`src/rtl/inst_decode.sv`:
```
// IF/ID pipeline register, instruction decode and ID-stage control-transfer resolution for the MIPS-subset core.
// Redirects fetch combinationally, squashes the single wrong-path word, and registers the ID/EX control bundle.
module inst_decode #(
   parameter int LINK_REG = 31,
   parameter int CNT_W    = 32
) (
   input  logic             clk,
   input  logic             rst,
   input  logic [31:0]      Inst_code,
   input  logic [31:0]      PC_new,
   input  logic [31:0]      R_Data_A,
   input  logic [31:0]      R_Data_B,
   output logic [4:0]       R_Addr_A,
   output logic [4:0]       R_Addr_B,
   output logic [1:0]       PC_s,
   output logic [15:0]      imm_data,
   output logic [25:0]      address,
   output logic             ex_valid,
   output logic [3:0]       ex_alu_op,
   output logic             ex_alu_src_imm,
   output logic [31:0]      ex_imm32,
   output logic [31:0]      ex_rs_val,
   output logic [31:0]      ex_rt_val,
   output logic [4:0]       ex_shamt,
   output logic [4:0]       ex_w_addr,
   output logic             ex_reg_write,
   output logic             ex_mem_write,
   output logic             ex_mem_to_reg,
   output logic             ex_link,
   output logic [31:0]      ex_link_pc,
   output logic             ill_inst,
   output logic [CNT_W-1:0] retired_cnt,
   output logic [CNT_W-1:0] flush_cnt
);
   localparam logic [5:0] OP_RTYPE = 6'h00, OP_J    = 6'h02, OP_JAL  = 6'h03, OP_BEQ  = 6'h04;
   localparam logic [5:0] OP_BNE   = 6'h05, OP_ADDI = 6'h08, OP_SLTI = 6'h0A, OP_ANDI = 6'h0C;
   localparam logic [5:0] OP_ORI   = 6'h0D, OP_XORI = 6'h0E, OP_LUI  = 6'h0F, OP_LW   = 6'h23;
   localparam logic [5:0] OP_SW    = 6'h2B;
   localparam logic [5:0] FN_SLL   = 6'h00, FN_SRL  = 6'h02, FN_JR   = 6'h08, FN_ADD  = 6'h20;
   localparam logic [5:0] FN_SUB   = 6'h22, FN_AND  = 6'h24, FN_OR   = 6'h25, FN_XOR  = 6'h26;
   localparam logic [5:0] FN_NOR   = 6'h27, FN_SLT  = 6'h2A;
   localparam logic [3:0] ALU_ADD  = 4'd0, ALU_SUB = 4'd1, ALU_AND = 4'd2, ALU_OR  = 4'd3;
   localparam logic [3:0] ALU_XOR  = 4'd4, ALU_NOR = 4'd5, ALU_SLT = 4'd6, ALU_SLL = 4'd7;
   localparam logic [3:0] ALU_SRL  = 4'd8, ALU_LUI = 4'd9;
   localparam logic [4:0] LINK_ADDR = 5'(LINK_REG);

   typedef enum logic {S_RUN, S_FLUSH} state_t;

   state_t           state_q;
   logic [31:0]      id_inst_q, id_pc_q;
   logic             id_valid_q;
   logic [CNT_W-1:0] flush_cnt_q, retired_cnt_q;

   logic             ex_valid_q, ex_alu_src_imm_q, ex_reg_write_q, ex_mem_write_q;
   logic             ex_mem_to_reg_q, ex_link_q, ill_inst_q;
   logic [3:0]       ex_alu_op_q;
   logic [31:0]      ex_imm32_q, ex_rs_val_q, ex_rt_val_q, ex_link_pc_q;
   logic [4:0]       ex_shamt_q, ex_w_addr_q;

   logic [5:0]       opcode_s, funct_s;
   logic [3:0]       alu_op_d;
   logic             alu_src_imm_d, zext_s, rd_dest_s, wr_en_s, mem_write_s, mem_to_reg_s;
   logic             link_s, known_s, is_beq_s, is_bne_s, is_jump_s, is_jr_s;
   logic [4:0]       w_addr_d;
   logic [31:0]      imm32_d;
   logic             live_s, ill_s, eq_s, br_taken_s, take_s;

   assign opcode_s = id_inst_q[31:26];
   assign funct_s  = id_inst_q[5:0];
   assign R_Addr_A = id_inst_q[25:21];
   assign R_Addr_B = id_inst_q[20:16];
   assign address  = id_inst_q[25:0];
   // Fetch adds to the PC+4 of the word behind the branch, so hand it offset-1.
   assign imm_data = id_inst_q[15:0] - 16'd1;

   always_comb begin
      alu_op_d      = ALU_ADD;
      alu_src_imm_d = 1'b0;
      zext_s        = 1'b0;
      rd_dest_s     = 1'b0;
      wr_en_s       = 1'b0;
      mem_write_s   = 1'b0;
      mem_to_reg_s  = 1'b0;
      link_s        = 1'b0;
      known_s       = 1'b1;
      is_beq_s      = 1'b0;
      is_bne_s      = 1'b0;
      is_jump_s     = 1'b0;
      is_jr_s       = 1'b0;
      case (opcode_s)
         OP_RTYPE: begin
            rd_dest_s = 1'b1;
            wr_en_s   = 1'b1;
            case (funct_s)
               FN_ADD:  alu_op_d = ALU_ADD;
               FN_SUB:  alu_op_d = ALU_SUB;
               FN_AND:  alu_op_d = ALU_AND;
               FN_OR:   alu_op_d = ALU_OR;
               FN_XOR:  alu_op_d = ALU_XOR;
               FN_NOR:  alu_op_d = ALU_NOR;
               FN_SLT:  alu_op_d = ALU_SLT;
               FN_SLL:  alu_op_d = ALU_SLL;
               FN_SRL:  alu_op_d = ALU_SRL;
               FN_JR: begin
                  wr_en_s = 1'b0;
                  is_jr_s = 1'b1;
               end
               default: begin
                  wr_en_s = 1'b0;
                  known_s = 1'b0;
               end
            endcase
         end
         OP_ADDI: begin
            alu_src_imm_d = 1'b1;
            wr_en_s       = 1'b1;
         end
         OP_SLTI: begin
            alu_op_d      = ALU_SLT;
            alu_src_imm_d = 1'b1;
            wr_en_s       = 1'b1;
         end
         OP_ANDI: begin
            alu_op_d      = ALU_AND;
            alu_src_imm_d = 1'b1;
            zext_s        = 1'b1;
            wr_en_s       = 1'b1;
         end
         OP_ORI: begin
            alu_op_d      = ALU_OR;
            alu_src_imm_d = 1'b1;
            zext_s        = 1'b1;
            wr_en_s       = 1'b1;
         end
         OP_XORI: begin
            alu_op_d      = ALU_XOR;
            alu_src_imm_d = 1'b1;
            zext_s        = 1'b1;
            wr_en_s       = 1'b1;
         end
         OP_LUI: begin
            alu_op_d      = ALU_LUI;
            alu_src_imm_d = 1'b1;
            zext_s        = 1'b1;
            wr_en_s       = 1'b1;
         end
         OP_LW: begin
            alu_src_imm_d = 1'b1;
            wr_en_s       = 1'b1;
            mem_to_reg_s  = 1'b1;
         end
         OP_SW: begin
            alu_src_imm_d = 1'b1;
            mem_write_s   = 1'b1;
         end
         OP_BEQ: begin
            alu_op_d = ALU_SUB;
            is_beq_s = 1'b1;
         end
         OP_BNE: begin
            alu_op_d = ALU_SUB;
            is_bne_s = 1'b1;
         end
         OP_J:    is_jump_s = 1'b1;
         OP_JAL: begin
            is_jump_s = 1'b1;
            link_s    = 1'b1;
            wr_en_s   = 1'b1;
         end
         default: known_s = 1'b0;
      endcase
   end

   assign w_addr_d   = link_s ? LINK_ADDR : (rd_dest_s ? id_inst_q[15:11] : id_inst_q[20:16]);
   assign imm32_d    = zext_s ? {16'h0000, id_inst_q[15:0]} : {{16{id_inst_q[15]}}, id_inst_q[15:0]};
   assign live_s     = id_valid_q & known_s;
   assign ill_s      = id_valid_q & ~known_s;
   assign eq_s       = (R_Data_A == R_Data_B);
   assign br_taken_s = live_s & ((is_beq_s & eq_s) | (is_bne_s & ~eq_s));
   assign take_s     = br_taken_s | (live_s & (is_jump_s | is_jr_s));

   // Fetch redirect select; idle whenever ID holds no live word.
   always_comb begin
      if (!live_s) begin
         PC_s = 2'b00;
      end else if (is_jr_s) begin
         PC_s = 2'b01;
      end else if (br_taken_s) begin
         PC_s = 2'b10;
      end else if (is_jump_s) begin
         PC_s = 2'b11;
      end else begin
         PC_s = 2'b00;
      end
   end

   // IF/ID register and squash FSM: the word latched on a take edge is the one wrong-path word.
   always_ff @(posedge clk) begin
      if (rst) begin
         state_q     <= S_RUN;
         id_inst_q   <= 32'h0000_0000;
         id_pc_q     <= 32'h0000_0000;
         id_valid_q  <= 1'b0;
         flush_cnt_q <= '0;
      end else begin
         id_inst_q <= Inst_code;
         id_pc_q   <= PC_new;
         case (state_q)
            S_RUN: begin
               if (take_s) begin
                  state_q     <= S_FLUSH;
                  id_valid_q  <= 1'b0;
                  flush_cnt_q <= flush_cnt_q + CNT_W'(1);
               end else begin
                  state_q    <= S_RUN;
                  id_valid_q <= 1'b1;
               end
            end
            S_FLUSH: begin
               state_q    <= S_RUN;
               id_valid_q <= 1'b1;
            end
            default: begin
               state_q    <= S_RUN;
               id_valid_q <= 1'b0;
            end
         endcase
      end
   end

   // ID/EX bundle; side-effect enables are gated so bubbles and illegal words do nothing.
   always_ff @(posedge clk) begin
      if (rst) begin
         ex_valid_q       <= 1'b0;
         ex_alu_op_q      <= 4'd0;
         ex_alu_src_imm_q <= 1'b0;
         ex_imm32_q       <= 32'h0000_0000;
         ex_rs_val_q      <= 32'h0000_0000;
         ex_rt_val_q      <= 32'h0000_0000;
         ex_shamt_q       <= 5'd0;
         ex_w_addr_q      <= 5'd0;
         ex_reg_write_q   <= 1'b0;
         ex_mem_write_q   <= 1'b0;
         ex_mem_to_reg_q  <= 1'b0;
         ex_link_q        <= 1'b0;
         ex_link_pc_q     <= 32'h0000_0000;
         ill_inst_q       <= 1'b0;
         retired_cnt_q    <= '0;
      end else begin
         ex_valid_q       <= live_s;
         ex_alu_op_q      <= alu_op_d;
         ex_alu_src_imm_q <= alu_src_imm_d;
         ex_imm32_q       <= imm32_d;
         ex_rs_val_q      <= R_Data_A;
         ex_rt_val_q      <= R_Data_B;
         ex_shamt_q       <= id_inst_q[10:6];
         ex_w_addr_q      <= w_addr_d;
         ex_reg_write_q   <= live_s & wr_en_s & (w_addr_d != 5'd0);
         ex_mem_write_q   <= live_s & mem_write_s;
         ex_mem_to_reg_q  <= live_s & mem_to_reg_s;
         ex_link_q        <= live_s & link_s;
         ex_link_pc_q     <= id_pc_q;
         ill_inst_q       <= ill_s;
         retired_cnt_q    <= retired_cnt_q + (live_s ? CNT_W'(1) : CNT_W'(0));
      end
   end

   assign ex_valid       = ex_valid_q;
   assign ex_alu_op      = ex_alu_op_q;
   assign ex_alu_src_imm = ex_alu_src_imm_q;
   assign ex_imm32       = ex_imm32_q;
   assign ex_rs_val      = ex_rs_val_q;
   assign ex_rt_val      = ex_rt_val_q;
   assign ex_shamt       = ex_shamt_q;
   assign ex_w_addr      = ex_w_addr_q;
   assign ex_reg_write   = ex_reg_write_q;
   assign ex_mem_write   = ex_mem_write_q;
   assign ex_mem_to_reg  = ex_mem_to_reg_q;
   assign ex_link        = ex_link_q;
   assign ex_link_pc     = ex_link_pc_q;
   assign ill_inst       = ill_inst_q;
   assign retired_cnt    = retired_cnt_q;
   assign flush_cnt      = flush_cnt_q;
endmodule
```
`config.mk`:
```
export PLATFORM = sky130hd
export DESIGN_NAME = inst_decode
export DESIGN_NICKNAME = d
export VERILOG_FILES = /design/src/rtl/inst_decode.sv
export SDC_FILE = /design/constraint.sdc
export NUM_CORES = 1
export LEC_CHECK = 0
export CAP_MARGIN = 20
export CORE_AREA = 2 2 168 170
export DETAILED_ROUTE_END_ITERATION = 10
export DIE_AREA = 0 0 170 172
export DONT_BUFFER_PORTS = 1
export GPL_ROUTABILITY_DRIVEN = 0
export GPL_TIMING_DRIVEN = 1
export HOLD_SLACK_MARGIN = 0.08
export PLACE_DENSITY_LB_ADDON = 0.08
export SETUP_SLACK_MARGIN = 0.15
export SKIP_LAST_GASP = 1
export SYNTH_ARGS = -nofsm -noshare
export SYNTH_HDL_FRONTEND = slang
export SYNTH_SLANG_ARGS = --single-unit
```
`constraint.sdc`:
```
create_clock -name clk -period 6.81 [get_ports clk]
set_clock_uncertainty 0.2 [all_clocks]
set_input_delay 1.362 -clock clk [delete_from_list [all_inputs] [get_ports clk]]
set_output_delay 1.362 -clock clk [all_outputs]
set_load 0.02 [all_outputs]
```
After elaboration in Yosys (flattened, before gate mapping)

Index checks and enable logic that the tools add are counted.

Add/subtract/negate cells: 3
Bitwise gates (word level): 17
Reductions and logical operators: 13
Eq/ne operators: 22
Multiplexer cells: 28

Operator list:

| kind                                                | number |
|---|---|
| equality test 6 bit, second input constant          | 9 |
| equality test 6 x 4 -> 1 bit, second input constant | 7 |
| adder 32 x 1 -> 32 bit                              | 1 |
| adder 32 x 1 -> 32 bit, second input constant       | 1 |
| equality test 32 bit                                | 1 |
| one-hot mux 4 bit (8 select lines)                  | 1 |
| one-hot mux 4 bit (7 select lines)                  | 1 |
| equality test 6 x 2 -> 1 bit, second input constant | 3 |
| two-way mux 1 bit                                   | 16 |
| OR reduction 8 bit                                  | 2 |
| subtractor 16 x 1 -> 16 bit, second input constant  | 1 |
| equality test 6 x 3 -> 1 bit, second input constant | 2 |
| zero test 6 bit                                     | 2 |
| OR reduction 12 bit                                 | 1 |
| AND 1 bit                                           | 11 |
| two-way mux 5 bit                                   | 2 |
| OR reduction 10 bit                                 | 1 |
| OR reduction 9 bit                                  | 1 |
| two-way mux 2 bit                                   | 4 |
| one-hot mux 1 bit (2 select lines)                  | 4 |
| OR reduction 2 bit                                  | 3 |
| nonzero test 5 bit                                  | 1 |
| OR reduction 4 bit                                  | 1 |
| NOT 1 bit                                           | 3 |
| 2 further kinds                                     | 4 |

Flip-flop bits (word level): 264
Output and inout bits: 267
Input port bits: 130
Word-level logic and storage cells: 104

Logic depth before layout (Yosys ltp)

Word-level depth: 9
Mapped depth: 18
Mapped depth without buffers: 18

Worst setup path after synthesis

No wires, ideal clock.

Path type: input -> output
From: in R_Data_B[8]
To: out PC_s[1]
Cell stages on the path: 6
Data arrival time: 2.529 ns
Data required time: 5.248 ns
Slack: 2.719 ns
Buffers on the path: 0
Path through: xnor2_1 nand4_1 nor4_1 and4b_1 nor2_1 a21oi_1

Longest elaborated chain between the ends: 8
Elaborated cells on any way between the ends: 9
Classes of those cells: eq/ne (1); mux (3); bitwise (5)

RTL lines:

| what                   | line | RTL |
|---|---|---|
| from (decl)            | 12   | `input logic [31:0] R_Data_B,` |
| equality test 32 bit * | 178  | `assign eq_s = (R_Data_A == R_Data_B);` |
| NOT 1 bit              | 179  | `assign br_taken_s = live_s & ((is_beq_s & eq_s) \| (is_bne_s & ~eq_s));` |
| AND 1 bit              | 179  |  |
| bitwise OR 1 bit *     | 179  |  |
| AND 1 bit *            | 179  |  |
| two-way mux 2 bit *    | 188  | `end else if (br_taken_s) begin` |
| two-way mux 2 bit *    | 186  | `end else if (is_jr_s) begin` |
| two-way mux 2 bit *    | 184  | `if (!live_s) begin` |
| to (decl)              | 15   | `output logic [1:0] PC_s,` |

Mark *: on every way between the ends. The rest lies on a longest branch, timed or not.

Worst setup path in the final report

From: reg id_inst_q[0]
To: out PC_s[1]

Longest elaborated chain between the ends: 9
Elaborated cells on any way between the ends: 20
Classes of those cells: eq/ne (9); mux (7); bitwise (2); reduce/logical (2)

RTL lines:

| what                                                       | line | RTL |
|---|---|---|
| from (decl)                                                | 50   | `logic [31:0] id_inst_q, id_pc_q;` |
| from (signal assigned)                                     | 206  | `id_inst_q <= Inst_code;` |
| equality test 6 x 4 -> 1 bit, or another cell as far along | 94   | `case (funct_s)` |
| OR reduction 10 bit (no source line)                       | --   |  |
| two-way mux 1 bit                                          | 94   |  |
| one-hot mux 1 bit (2 select lines)                         | 90   | `case (opcode_s)` |
| AND 1 bit                                                  | 176  | `assign live_s = id_valid_q & known_s;` |
| AND 1 bit                                                  | 179  |  |
| two-way mux 2 bit                                          | 188  |  |
| two-way mux 2 bit                                          | 186  |  |
| two-way mux 2 bit *                                        | 184  |  |

Marked as above.

==> impl_metrics.yaml <==
yosys:
  ys_warn_count: 0
  synth-edff-count: 0
  synth_seq_area_share_pct: 53.2
  syn_nets: 1129
  syn_inst: 991
  mappedNetlistArea_um2: 9750
  synth_seq_cells: 259
  avgSynthCellArea_um2: 9.84
  synth_ff_type: "dfxtp_1"
  synth.distinct_cells: 50
  async_reset_ff_share_pct: 0
timing:
  finalCritPeriodShare_pct: 77.2
  hold_viol_final: 0
  setup_violations: 0
  maxSlewHeadroom_pct: 26.2
  setup_tns_ns: 0
  max_freq_mhz: 190
  worstMarginPinSlew_ns: 1.10
  period_needed_ns: 5.26
  drv_slew: 0
  layout_setup_ws_ns: 1.55
  grt_setup_unrepaired: "false"
hold_path:
  hold_start: "id_pc_q[4]$_SDFF_PP0_"
  hp-class: "reg2reg"
  holdPathStages: 1
  min_to: "ex_link_pc[4]$_SDFF_PP0_"
pwr:
  swShare_pct: 23.1
  p_leak_uw: 0.00378
  p_seq_share_pct: 48.4
  cell_internal_pwr_uw: 2670
  peakVddDrop_mv: 0.180
  p_clk_share_pct: 47.8
  switchingPower_uw: 801
  power_uw: 3470
  power_frac_comb_pct: 3.8
  p_per_area_nw_per_um2: 326
die:
  start_util_pct: 35.5
  fp.dieW_um: 170
  core_um2: 27500
  die_y_um: 172
  ios: 397
  num_rows: 61
  dieArea_um2: 29200
route:
  finalWirelength_um: 25400
  drc: 0
  num_vias: 6408
  drt-initial-drc-count: 340
  viasPerCell: 4.97
  drtPass1Iterations: 6
  drtAntennaViolNets: 0
  post_drt_wl_per_cell_um: 19.7
global_routing:
  overflow: 0
  grt_max_degree: 258
  grt_use_met3_pct: 7.00
  grt_pass1_wl_um: 37200
  grt.busiest_layer: "met2"
  met1_usage_pct: 19.3
  grt_antenna_before_repair: 4
  grt_pass1_vias: 6243
  track_usage_pct: 16.3
  gr-usage-met2_pct: 26.6
cts:
  ctsResizeCount: 0
  htreeDepth: 1
  cts_buffers: 28
  root_buffer: "clkbuf_16"
  ctsHoldBuffers: 0
  path_clk_slew_ns: 0.06
  cts_setup_buffers: 0
  cts_tree: "yes"
  clk_latency_ns: 0.55
  clkSinkCount: 259
  clock_path_buffers: 3
worst_setup_path:
  crit_fanout: 7
  worst_setup_path_end_kind: "primary output"
  worstSetupStartpointType: "flop"
  r2r-end: "retired_cnt[31]$_SDFF_PP0_"
  worstPathRequired_ns: 5.25
  crit_type: "reg2out"
  reg2regPathDepth: 17
  r2r-start: "id_inst_q[0]$_SDFF_PP0_"
  r2r_setup_slack_ns: 1.84
  cp.arrival_ns: 3.70
finish:
  fin_area_um2: 10600
  fill_cells: 2746
  layout-drive-gt1-share_pct: 6.28
  nets: 1057
  syn_to_final_growth_pct: 9.11
  fin_cells: 1289
place:
  dp.cells: 1235
  pre_cts_slack_ns: 1.73
  placedInstanceArea_um2: 9600
  portBuffers: 0
  hpwl_um: 17600
outcome:
  outcome: "finished, final reports clean"
job:
  maxCapViolations: 0
[metal layers]
metal	routed length, um	vias to the layer above	share of wire (%)
li1	-	3163	-
met1	10200	2987	40
met2	12000	218	47
met3	2600	38	10
met4	593	2	2.3
met5	13	-	0.051
[cells in the final DEF (no fill, tap or decap), types with 29 or more instances in the layout]
| cell type | instances |
|---|---|
| dfxtp_1 | 258 |
| nor2b_1 | 181 |
| nor2_1 | 49 |
| a21oi_1 | 47 |
| nand2_1 | 46 |
| xnor2_1 | 46 |
| o31ai_1 | 30 |
| or4_1 | 30 |
| nand4_1 | 29 |
| clkbuf_16 | 29 |
[layout make-up]
class / instances / area [um^2] / share of cell area [%]
Clock inverter: 8 / 154 / 1.45
Sequential cell: 259 / 5190 / 48.8
Inverter: 15 / 56.3 / 0.529
Clock buffer: 43 / 878 / 8.26
Antenna cell: 3 / 7.51 / 0.0706
Timing Repair Buffer: 2 / 15.0 / 0.141
Multi-Input combinational cell: 613 / 3900 / 36.7
Tap cell: 346 / 433 / 4.07
[Yosys cell counts, types with 3 or more instances]
| cell | count | share of area [%] |
|---|---|---|
| nor3_1 | 8 | 0.41 |
| xor2_1 | 25 | 2.2 |
| a31oi_1 | 7 | 0.45 |
| and3_1 | 13 | 0.83 |
| inv_1 | 15 | 0.58 |
| and4_1 | 7 | 0.63 |
| o21ai_0 | 8 | 0.41 |
| xnor2_1 | 46 | 4.1 |
| or4_1 | 30 | 2.3 |
| or3_1 | 8 | 0.51 |
| nor2_1 | 49 | 1.9 |
| nor2b_1 | 181 | 12 |
| nand2b_1 | 3 | 0.19 |
| nand2_1 | 46 | 1.8 |
| nand3_1 | 25 | 1.3 |
| o22ai_1 | 3 | 0.19 |
| buf_4 | 56 | 4.3 |
| nor4_1 | 12 | 0.77 |
| ha_1 | 8 | 1.0 |
| clkbuf_1 | 40 | 1.5 |
| a21oi_1 | 47 | 2.4 |
| nand4_1 | 29 | 1.9 |
| buf_2 | 6 | 0.31 |
| dfxtp_1 | 259 | 53 |
| o21ai_1 | 3 | 0.15 |
| o31ai_1 | 30 | 2.3 |
[how the worst max path moves through the flow]
| stage | start | endpoint | slack [ns] | cells after the start |
|---|---|---|---|---|
| CTS | id_inst_q[0]$_SDFF_PP0_ | PC_s[1] | 1.49 | 9 |
| detailed placement | R_Data_B[31] | PC_s[1] | 1.73 | 6 |
| finish | id_inst_q[0]$_SDFF_PP0_ | PC_s[1] | 1.55 | 9 |
| global placement | R_Data_B[31] | PC_s[1] | 1.75 | 6 |
| floorplan | R_Data_B[8] | PC_s[1] | 2.72 | 6 |
| global route | id_inst_q[0]$_SDFF_PP0_ | PC_s[1] | 1.20 | 9 |
[per-stage QoR]
step / utilization, % / hold slack [ns]
final: 38.7 / 0.231
after global routing: 38.7 / 0.250
after CTS: 38.7 / 0.236
after detailed placement: 34.9 / 0.222
after global placement: 34.9 / 0.216
after floorplan: - / 0.214
[power by group through the flow]
stage               combinational [uW]  sequential, uW  clock (uW)
floorplan                          177            1670           0
global placement                   133            1720           0
detailed placement                 133            1720           0
CTS                                134            1680        1710
global route                       147            1690        1770
finish                             132            1680        1660
[worst max-delay path, stage by stage (launching register included)]
cell	delay [ns]
dfxtp_1	0.44
inv_1	0.43
ha_1	0.34
or3b_1	0.36
a211oi_1	0.34
o21ai_2	0.13
o211ai_2	0.17
or2_1	0.17
nand2_1	0.17
a21oi_1	0.59
[logic make-up (layout without fill, tap and decap cells)]
logic type	after synthesis	in the layout	synth area share, %
AND/OR/NAND/NOR	422	422	25.1
flip-flops	259	259	53.2
buffers and inverters	119	68	6.82
AO/OA/AOI/OAI	109	109	7.15
XOR/XNOR	71	71	6.38
adder cells (fa/ha/maj)	8	8	1.03
multiplexers	3	3	0.334
other	0	3	0
Note: power is estimated with default switching activity, not from simulation.
==> variant 1, RTL diff (config.mk and constraints unchanged) <==
The parameter `CNT_W` goes from 32 to 24.
--- a/src/rtl/inst_decode.sv
+++ b/src/rtl/inst_decode.sv
@@ -2,7 +2,7 @@
 // Redirects fetch combinationally, squashes the single wrong-path word, and registers the ID/EX control bundle.
 module inst_decode #(
    parameter int LINK_REG = 31,
-   parameter int CNT_W    = 32
+   parameter int CNT_W    = 24
 ) (
    input  logic             clk,
    input  logic             rst,
Ports: changed (resized flush_cnt and retired_cnt); port bits go from 397 to 381. The function was not compared with the original's and may differ.
==> variant 1 against the original RTL <==
Wire length down 11%; final cell count down 5.4%; core utilization down 3.0 points; power down 8.6%; cell area down 7.7%; die area unchanged; global-route usage down 1.7 points; area after synthesis down 6.5%; synthesized cell count down 6.6%; clock power down 12%; setup slack better by 250 ps; sequential cell count down 16; critical endpoint unchanged; largest cell class unchanged; largest power group unchanged; highest routed layer unchanged.
==> variant 1: results <==
synthesis:
  synth.distinct_cells: 54
  async_flop_share_pct: 0
  yosysSeqAreaShare_pct: 53.4
  synthTopCellsByArea: "dfxtp_1, nor2b_1, xor2_1"
  synth_common_cells: "dfxtp_1, nor2b_1, buf_4"
  yosys_warnings: 0
  synth_nets: 1064
cells_and_area:
  multi_input_area_sq_um: 3570
  multi_input_gates: 569
  buf_share_pct: 0
  num-nets-final: 991
  sh_seq_area_pct: 49.6
  inverters_excl_clock: 12
  final-clk-cell-share_pct: 9.10
  nClkBuffers: 38
  antenna_cells: 3
  buffers: 0
  fillers: 2753
  drive_gt1_share_pct: 7.23
detailed_routing:
  dr.pass1.iters: 4
  wl_met3_um: 2730
  drt_iter0_markers: 270
  met1Wirelength_um: 8710
  highest_layer: "met5"
  wirelength_um: 22700
  ant_nets: 0
  met2_length_um: 10700
  vias: 5866
worst_hold_path:
  hold_path.class: "flop to flop"
global_route:
  met3_usage_pct: 6.64
  antenna_found_initial: 5
  met2_usage_pct: 24.9
  grt_pass1_wl_um: 33300
  grt_use_total_pct: 14.5
  use_met1_pct: 16.1
  grt_max_degree: 244
place:
  dpl.hpwl_um: 16300
  dp_slack_ps: 1640
  port_buffers: 0
clock_tree:
  clk_pin_slew_worst_paths_ps: 50
  cts_sinks: 243
  cts_buffer_depth: 3
  clkLatencyLatePin_ps: 530
  cts_resized: 0
  ctsHtreeMaxLevel: 1
  cts_setup_buffers: 0
  cts-root-buf: "clkbuf_16"
  numCtsBuffers: 27
status:
  outcome: "completed"
timing:
  worst_slew_pin_slew_ps: 893
worst_setup_path:
  cp_max_fo: 4
pwr:
  p_leak_nw: 3.64
  vdd_ir_drop_max_uv: 152
## variant 1: cell count changes after synthesis, moves of 6 or more
cell / change
a21oi_1: -19
dfxtp_1: -16
mux2_2: +7
nand3_1: -7
nand4_1: -17
nor3_1: +9
o21ai_0: +21
o31ai_1: -27
or3_1: +6
or4_1: -22
xnor2_1: -37
xor2_1: +29
## variant 1: through the flow
| step | total power [mW] | instances | hold slack [ps] | instance area (sq um) |
|---|---|---|---|---|
| 3_5_place_dp | 1.75 | 1170 | 221 | 8920 |
| 3_3_place_gp | 1.75 | 1170 | 221 | 8920 |
| 5_1_grt | 3.31 | 1219 | 250 | 9820 |
| 6_report | 3.17 | 1220 | 232 | 9820 |
| 2_1_floorplan | 1.75 | 926 | 214 | 9110 |
| 4_1_cts | 3.23 | 1217 | 234 | 9810 |
## variant 1: logic make-up after synthesis
group	Yosys count	synth area share, %
XOR/XNOR	63	6.06
flip-flops	243	53.4
adder cells (fa/ha/maj)	9	1.21
multiplexers	9	1.10
AO/OA/AOI/OAI	86	5.54
AND/OR/NAND/NOR	402	25.3
buffers and inverters	114	7.38
## variant 1: path summary, 6_finish.rpt
path	endpoint	from	cells after the start	slack [ps]
worst max-delay path	PC_s[1]	R_Data_B[25]	5	1800
worst min-delay path	ex_link_pc[21]	id_pc_q[21]	1	230
worst max register to register	retired_cnt[20]	id_inst_q[0]	15	2950
worst min register to register	ex_link_pc[21]	id_pc_q[21]	1	230
## variant 1: worst max-delay path: stages
cell and delay (ps):
xor2_1 140, nor4_1 430, nand4_1 280, or4_1 600, a31oi_1 630
## variant 1: where the power goes
part	internal, mW	switching, mW
clock network	0.892	0.570
logic	0.0574	0.0669
registers	1.48	0.107
total	2.43	0.744
==> variant 2, RTL diff (same flow settings) <==
Made on the original files. Put a register stage on the output `PC_s`, cleared by the reset. The value now appears one clock later. The other outputs are not delayed to match.
--- a/src/rtl/inst_decode.sv
+++ b/src/rtl/inst_decode.sv
@@ -46,6 +46,8 @@
 
    typedef enum logic {S_RUN, S_FLUSH} state_t;
 
+   logic [1:0] PC_s_d;
+
    state_t           state_q;
    logic [31:0]      id_inst_q, id_pc_q;
    logic             id_valid_q;
@@ -182,15 +184,15 @@
    // Fetch redirect select; idle whenever ID holds no live word.
    always_comb begin
       if (!live_s) begin
-         PC_s = 2'b00;
+         PC_s_d = 2'b00;
       end else if (is_jr_s) begin
-         PC_s = 2'b01;
+         PC_s_d = 2'b01;
       end else if (br_taken_s) begin
-         PC_s = 2'b10;
+         PC_s_d = 2'b10;
       end else if (is_jump_s) begin
-         PC_s = 2'b11;
-      end else begin
-         PC_s = 2'b00;
+         PC_s_d = 2'b11;
+      end else begin
+         PC_s_d = 2'b00;
       end
    end
 
@@ -281,4 +283,12 @@
    assign ill_inst       = ill_inst_q;
    assign retired_cnt    = retired_cnt_q;
    assign flush_cnt      = flush_cnt_q;
+   always_ff @(posedge clk) begin
+      if (rst) begin
+         PC_s <= '0;
+      end else begin
+         PC_s <= PC_s_d;
+      end
+   end
+
 endmodule
Behaviour: not the same (Yosys sat finds a counterexample within 4 cycles, from zero or initial values and one cycle with rst high).
==> variant 2 against the original RTL <==
Wire length up 0.23%; sequential cell count up 2; first-iteration DRC count down 11%; count of clock-buffer cells in the layout down 1; register-to-register slack better by 730 ps; maximum frequency up 9.5%; area after synthesis up 2.2%; power down 5.6%; via count up 1.8%; core utilization up 0.12 points; setup slack better by 460 ps; cell area up 0.32%; largest power group unchanged.
==> variant 2: results <==
global_route:
  grt_pass1_vias: 6207
  met2_usage_pct: 28.6
  antenna_found_initial: 7
  use_met1_pct: 17.9
  grt_pass1_wl_um: 36900
  grt_use_total_pct: 16.2
  met3_usage_pct: 6.61
  grt_max_degree: 269
status:
  outcome: "completed"
place:
  dpl.hpwl_um: 18200
  dp_slack_ps: 2490
cells_and_area:
  drive_gt1_share_pct: 6.72
  num-nets-final: 1087
worst_setup_path:
  cp_data_arrival_time_ps: 3240
  cp_max_fo: 12
  rr_worst_depth: 14
  reg2reg_slack_ps: 2570
  reg2reg_to: "retired_cnt[28]"
timing:
  timing.hold.ws_ps: 230
detailed_routing:
  wl_met3_um: 2590
  dr.pass1.iters: 4
  wirelength_um: 25500
  drt_iter0_markers: 302
  met2_length_um: 12700
synthesis:
  synth_compound_area_share_pct: 5.14
  synth.distinct_cells: 52
  yosys.area_share.adder_pct: 1.00
  yosysSeqAreaShare_pct: 52.4
  synth_nets: 1161
  synth_common_cells: "dfxtp_1, nor2b_1, nor2_1"
  synthTopCellsByArea: "dfxtp_1, nor2b_1, xor2_1"
worst_hold_path:
  min_to: "ex_link_pc[3]"
clock_tree:
  numCtsBuffers: 29
pwr:
  p_leak_nw: 3.96
-- variant 2: cell types whose count changed after synthesis, sizes merged, moves of 12 or more --
cell   change
nand4     -16
xnor2     -32
a21oi     -22
mux2      +12
nor2b     +13
xor2      +32
nor2      +22
o31ai     -16
nor3      +15
-- variant 2: worst max-delay path: stages, from the launching register on --
cell and delay, ps:
dfxtp_1 500, nor3_1 410, nand2b_1 140, or3_1 350, nor4_1 500, nand2_1 180
nor3_1 210, xor2_1 400
-- variant 2: metrics by stage --
| step | std cells | power, mW |
|---|---|---|
| floorplan | 1023 | 1.86 |
| finish | 1319 | 3.28 |
| CTS | 1313 | 3.33 |
| global placement | 1264 | 1.86 |
| detailed placement | 1264 | 1.86 |
| global route | 1315 | 3.41 |
-- variant 2: cell type report --
class | count | area, sq um
Fill cell | 2736 | 16800
Clock buffer | 42 | 815
Clock inverter | 7 | 60.1
Inverter | 15 | 56.3
Antenna cell | 6 | 15.0
Multi-Input combinational cell | 640 | 4050
Timing Repair Buffer | 2 | 15.0
Sequential cell | 261 | 5230
Tap cell | 346 | 433
-- variant 2: power breakdown --
group | switching, mW | internal [mW]
clock | 0.596 | 0.857
sequential | 0.109 | 1.58
combinational | 0.0706 | 0.0594
-- variant 2: worst max path at each step --
stage	start	end	slack [ps]	cells after the start
5_1_grt	id_inst_q[2]	imm_data[15]	1760	7
6_report	id_inst_q[2]	imm_data[15]	2010	7
3_5_place_dp	R_Data_B[31]	flush_cnt[3]	2490	8
4_1_cts	id_inst_q[2]	imm_data[15]	1980	7
2_1_floorplan	id_inst_q[2]	imm_data[15]	2980	8
3_3_place_gp	R_Data_B[31]	flush_cnt[3]	2480	8
